### config.mk
export PLATFORM = sky130hd
export DESIGN_NAME = apb_otp_frontend
export DESIGN_NICKNAME = d
export VERILOG_FILES = /design/src/rtl/apb_otp_frontend.sv
export SDC_FILE = /design/constraint.sdc
export NUM_CORES = 2
export LEC_CHECK = 0
export BUFFER_PORTS_ARGS = -buffer_cell sky130_fd_sc_hd__clkbuf_2
export CORE_MARGIN = 2
export CORE_UTILIZATION = 60
export DETAILED_ROUTE_END_ITERATION = 16
export PLACE_DENSITY = 0.84
export SLEW_MARGIN = 20
export SYNTH_ARGS = -nofsm -noshare
export SYNTH_HDL_FRONTEND = slang
export SYNTH_SLANG_ARGS = --single-unit
### constraint.sdc
create_clock -name clk -period 32.5 [get_ports clk]
set_input_delay 6.5 -clock clk [delete_from_list [all_inputs] [get_ports clk]]
set_output_delay 6.5 -clock clk [all_outputs]
set_load 0.005 [all_outputs]
### src/rtl/apb_otp_frontend.sv
// APB3 front-end for the one-time-pad store: stages 32-bit writes into wide pad entries and
// serves each committed entry exactly once, zeroizing it after its last word is read.
module apb_otp_frontend #(
  parameter int unsigned WIDTH = 128
) (
  input  logic             clk,
  input  logic             rst,
  input  logic             psel,
  input  logic             penable,
  input  logic             pwrite,
  input  logic [11:0]      paddr,
  input  logic [31:0]      pwdata,
  output logic [31:0]      prdata,
  output logic             pready,
  output logic             pslverr,
  output logic [31:0]      pad_addr,
  output logic [WIDTH-1:0] pad_wdata,
  output logic             pad_we,
  input  logic [WIDTH-1:0] pad_rdata
);

  localparam int unsigned NWORDS = WIDTH / 32;

  typedef enum logic [2:0] {StIdle, StCommit, StFetch, StZeroize, StResp} state_e;

  state_e           state_q;
  logic [WIDTH-1:0] stage_q;
  logic [7:0]       idx_q;
  logic [255:0]     valid_q;
  logic [255:0]     used_q;
  logic             lock_q;
  logic [8:0]       vcount_q;
  logic             last_q;

  logic [31:0] word_ext;
  logic        word_ok, is_ctrl, is_status, is_idx, is_stage, is_read;
  logic        entry_ok, err, last_word;
  logic [31:0] stage_word, pad_word, rd_val;
  logic        unused_paddr;

  assign unused_paddr = ^paddr[1:0];
  assign word_ext     = {29'b0, paddr[4:2]};
  assign word_ok      = !paddr[5] && (word_ext < NWORDS);
  assign is_ctrl      = (paddr[11:2] == 10'd0);
  assign is_status    = (paddr[11:2] == 10'd1);
  assign is_idx       = (paddr[11:2] == 10'd2);
  assign is_stage     = (paddr[11:6] == 6'h01) && word_ok;
  assign is_read      = (paddr[11:6] == 6'h02) && word_ok;
  assign entry_ok     = valid_q[idx_q] && !used_q[idx_q];
  assign last_word    = (word_ext == NWORDS - 1);
  assign pad_addr     = {24'b0, idx_q};
  assign pready       = psel && penable && ((state_q == StIdle) || (state_q == StResp));

  always_comb begin
    stage_word = '0;
    pad_word   = '0;
    for (int unsigned i = 0; i < NWORDS; i++) begin
      if (word_ext == i) begin
        stage_word = stage_q[32*i +: 32];
        pad_word   = pad_rdata[32*i +: 32];
      end
    end
  end

  always_comb begin
    err = !(is_ctrl || is_status || is_idx || is_stage || is_read);
    if (pwrite && (is_status || is_read)) err = 1'b1;
    if (pwrite && is_ctrl && pwdata[0] && lock_q) err = 1'b1;
    if (pwrite && is_stage && lock_q) err = 1'b1;
    if (!pwrite && is_read && !entry_ok) err = 1'b1;
  end

  always_comb begin
    rd_val = '0;
    if (!pwrite) begin
      if (is_status) begin
        rd_val = {15'b0, vcount_q, 4'b0, used_q[idx_q], valid_q[idx_q], lock_q, 1'b0};
      end else if (is_idx) begin
        rd_val = {24'b0, idx_q};
      end else if (is_stage) begin
        rd_val = stage_word;
      end
    end
  end

  // Every access is decoded on its setup edge so that plain accesses have their response
  // registered by the first access cycle, and waited ones are already in their first wait state.
  always_ff @(posedge clk or posedge rst) begin
    if (rst) begin
      state_q   <= StIdle;
      prdata    <= '0;
      pslverr   <= 1'b0;
      pad_we    <= 1'b0;
      pad_wdata <= '0;
      stage_q   <= '0;
      idx_q     <= '0;
      valid_q   <= '0;
      used_q    <= '0;
      lock_q    <= 1'b0;
      vcount_q  <= '0;
      last_q    <= 1'b0;
    end else begin
      unique case (state_q)
        StIdle: begin
          if (psel && !penable) begin
            prdata  <= err ? 32'h0 : rd_val;
            pslverr <= err;
            if (!err && pwrite) begin
              // Commit sees the old lock; a LOCK bit in the same write applies afterwards.
              if (is_ctrl && pwdata[0]) begin
                state_q   <= StCommit;
                pad_we    <= 1'b1;
                pad_wdata <= stage_q;
              end
              if (is_ctrl && pwdata[1]) lock_q <= 1'b1;
              if (is_idx) idx_q <= pwdata[7:0];
              if (is_stage) begin
                for (int unsigned i = 0; i < NWORDS; i++) begin
                  if (word_ext == i) stage_q[32*i +: 32] <= pwdata;
                end
              end
            end else if (!err && is_read) begin
              state_q <= StFetch;
              prdata  <= pad_word;
              last_q  <= last_word;
            end
          end
        end
        StCommit: begin
          pad_we         <= 1'b0;
          valid_q[idx_q] <= 1'b1;
          used_q[idx_q]  <= 1'b0;
          stage_q        <= '0;
          if (!valid_q[idx_q] && (vcount_q != 9'd256)) vcount_q <= vcount_q + 9'd1;
          state_q        <= StResp;
        end
        StFetch: begin
          if (last_q) begin
            pad_we    <= 1'b1;
            pad_wdata <= '0;
            state_q   <= StZeroize;
          end else begin
            state_q <= StResp;
          end
        end
        StZeroize: begin
          pad_we         <= 1'b0;
          used_q[idx_q]  <= 1'b1;
          valid_q[idx_q] <= 1'b0;
          if (vcount_q != 9'd0) vcount_q <= vcount_q - 9'd1;
          state_q        <= StResp;
        end
        StResp: begin
          pslverr <= 1'b0;
          state_q <= StIdle;
        end
        default: state_q <= StIdle;
      endcase
    end
  end

  // The count can only move with a valid-bit transition, so it never leaves 0..256.
  vcount_bound: assert property (@(posedge clk) disable iff (rst) vcount_q <= 9'd256);

endmodule

==> results.cfg <==
[outcome]
outcome = finished, final reports clean

[grt]
initial_antenna_violation_count = 11
grt.total_usage = 0.339
use_met2 = 0.551
met1_track_utilization_from_global_routing = 0.429
global_route_wire_length_before_repair_um = 175000
grtUsageMet3 = 0.0620
grt_start_max_net_pins = 212
grt_pass1_vias = 31300
busiest_layer = met2
global_route.overflow_total = 0

[timing]
timing_hold_violations_final = 0
final_period_minus_worst_setup_slack_ns = 13.46
worst_slew_margin_rel = 0.203
tightestPinTransition_ns = 1.20
setup_viol = 0
fmax_ghz = 0.0743
finalCritPeriodShare = 0.414
fin_tns_setup_ns = 0
final_max_slew_viol_count = 0
clock_skew_ns = 0.0247
setup_repair_after_global_routing_missed_its_margin = no
whs_ns = 0.470

[logic_synthesis]
total_standard_cell_area_after_synthesis_um2 = 38500
synth-xor-area-share = 0.00137
synth_top_flop_cell = sky130_fd_sc_hd__dfrtp_1
synth.distinct_cells = 61
post-synth-top-count-cell = sky130_fd_sc_hd__nand2_1
synth.area.mux_share = 0.108
yosys.area_share.adder = 0.00280
synth-warning-count = 0
netlist.area_leader.share = 0.536
synth_common_cells = sky130_fd_sc_hd__nand2_1 (978), sky130_fd_sc_hd__dfrtp_1 (824), sky130_fd_sc_hd__o21ai_0 (477)
synth.avg_cell_area_um2 = 9.99
yosys.area.top_type = sky130_fd_sc_hd__dfrtp_1
synth_sequential_area_ratio = 0.536
synth_top_family_by_area = compound AO/OA/AOI/OAI gates
ys_seq_elements = 824
post_synth_inst_count = 3848
synth-simple-area-share = 0.143
synth_compound_gate_area_share = 0.170
synth-edff-count = 0
top_area_cells_in_the_synthesized_netlist = sky130_fd_sc_hd__dfrtp_1 (54%), sky130_fd_sc_hd__nand2_1 (9.5%), sky130_fd_sc_hd__mux4_2 (7.4%)
postSynth.asyncResetShare = 1.00

[job]
max_cap_violations = 0

[final_layout]
drive_gt1_frac = 0.177
nets = 4216
area.growth.synth_to_final_pct = 12.5

[critical_path]
path_max_fanout = 3
crit_type = in -> out
reg2reg_start = idx_q[0]$_DFFE_PP0P_
critical_path_arrival_ns = 6.96
worst_setup_path_startpoint = psel
cp_required_ns = 26.00
rr_endpoint = prdata[8]$_DFFE_PP0P_
cp-start-kind = primary input
reg2regPathDepth = 10
timing.reg2reg.setup_slack_ns = 26.76
cp-endpoint = pready
setup.worst_path.end_class = primary output

[die]
fp.dieW_um = 257
boundaryPins = 372
std_cell_rows = 92
die_area_um2 = 66100
chipHeight_um = 257
core_region_area_um2 = 63200
floorplan.initialDensity = 0.608

[clock_tree]
cts_buf_count = 83
path_clk_slew_ns = 0.06
clock_tree.htree_level_count = 3
post_cts_buffers = 0
clk_latency_ns = 0.64
clockRootBuffer = sky130_fd_sc_hd__clkbuf_16
holdBufCountCts = 0
cts-root-to-sink-buffers = 3
tritoncts = built
clock_sinks = 824
post_cts_resized = 0

[routing]
route.detailed.drc = 0
drt-pass1-iter-count = 8
ant_nets = 0
via_count = 31800
detail_route.wirelength_um = 113000
routed_via_density = 6.43
drt-initial-drc-count = 4062
wire_length_per_cell_um = 22.7

[power]
p_per_area_nw_per_um2 = 47.3
max-vdd-ir-drop_v = 0.0000338
p_leak_nw = 20.8

[placement]
portBuffers = 345
gpl_wtd_cong = 0.919
hpwlAfterDp_um = 70900

[min_path]
min_path_type = reg -> reg
logic make-up after synthesis:
logic type	count (synthesis)
compound gates	1022
other cells	1
flops	824
mux	252
simple gates	1399
xor+xnor	6
buf+inv	336
fa+ha+maj	8
how the worst min path moves through the flow:
stage                                         start                        end  slack [ns]  cells past startpoint
final                            last_q$_DFFE_PP0P_     state_q[2]$_DFFE_PP0P_        0.47                      1
after global routing      pad_wdata[77]$_DFFE_PP0P_  pad_wdata[77]$_DFFE_PP0P_        0.49                      2
after CTS                        last_q$_DFFE_PP0P_     state_q[2]$_DFFE_PP0P_        0.48                      1
after detailed placement  pad_wdata[98]$_DFFE_PP0P_  pad_wdata[98]$_DFFE_PP0P_        0.47                      2
after global placement           last_q$_DFFE_PP0P_     state_q[2]$_DFFE_PP0P_        0.45                      1
after floorplan                  last_q$_DFFE_PP0P_     state_q[2]$_DFFE_PP0P_        0.44                      1
area by class of cell:
type | count | area [um2]
clock inverter | 28 | 297
clock buffer | 118 | 2440
inverter | 17 | 71.3
multi-input combinational | 2711 | 16600
tap | 846 | 1060
sequential | 824 | 20600
antenna | 10 | 25.0
timing repair buffer | 394 | 2170
fill | 4505 | 19900
report_power, final:
| part | switching (mW) | internal [mW] |
|---|---|---|
| Clock | 0.408 | 0.556 |
| Sequential | 0.000181 | 1.03 |
| Combinational | 0.0420 | 0.0160 |
per-layer routing:
metal / share of wire / routed length (um)
met3: 0.091 / 10300
met1: 0.37 / 41100
met2: 0.49 / 54700
met4: 0.057 / 6420
met5: 0.00012 / 13
worst max-delay path, cell delays in order:
cell                       delay [ns]
sky130_fd_sc_hd__clkbuf_2        0.16
sky130_fd_sc_hd__and3_1          0.18
sky130_fd_sc_hd__clkbuf_2        0.13
metrics by stage:
step / power [mW] / instance area [um2] / instances / util / worst slack, ns
finish: 2.05 / 43300 / 4948 / 0.685 / 19.04
global route: 2.10 / 43300 / 4948 / 0.685 / 19.03
CTS: 2.05 / 43200 / 4937 / 0.683 / 19.06
detailed placement: 1.10 / 40400 / 4791 / 0.640 / 19.06
global placement: 1.10 / 40400 / 4791 / 0.640 / 19.04
floorplan: 1.08 / 38500 / 3871 / - / 2.85
layout by cell type, fill, tap and decap left out, types with 6 or more instances in the layout:
cell,count
sky130_fd_sc_hd__nor2b_1,18
sky130_fd_sc_hd__inv_1,15
sky130_fd_sc_hd__ha_1,7
sky130_fd_sc_hd__clkbuf_2,344
sky130_fd_sc_hd__o32ai_1,13
sky130_fd_sc_hd__o22ai_1,32
sky130_fd_sc_hd__buf_4,42
sky130_fd_sc_hd__a221oi_1,27
sky130_fd_sc_hd__nand3_2,8
sky130_fd_sc_hd__o221ai_1,20
sky130_fd_sc_hd__conb_1,24
sky130_fd_sc_hd__mux2_2,37
sky130_fd_sc_hd__nand2_1,971
sky130_fd_sc_hd__o21a_1,255
sky130_fd_sc_hd__nand3_1,8
sky130_fd_sc_hd__a21oi_1,35
sky130_fd_sc_hd__dfrtp_1,820
sky130_fd_sc_hd__clkinv_2,13
sky130_fd_sc_hd__a22oi_1,28
sky130_fd_sc_hd__clkbuf_16,86
sky130_fd_sc_hd__clkbuf_1,15
sky130_fd_sc_hd__mux4_2,126
sky130_fd_sc_hd__clkbuf_8,17
sky130_fd_sc_hd__nand2_2,6
sky130_fd_sc_hd__clkinvlp_4,6
sky130_fd_sc_hd__nand2b_1,10
sky130_fd_sc_hd__a211oi_1,9
sky130_fd_sc_hd__nor2_1,327
sky130_fd_sc_hd__o21ai_0,477
sky130_fd_sc_hd__diode_2,10
sky130_fd_sc_hd__mux2i_1,89
sky130_fd_sc_hd__a22o_1,90
sky130_fd_sc_hd__and3_1,11
No activity file was read; power rests on OpenSTA's default activity.
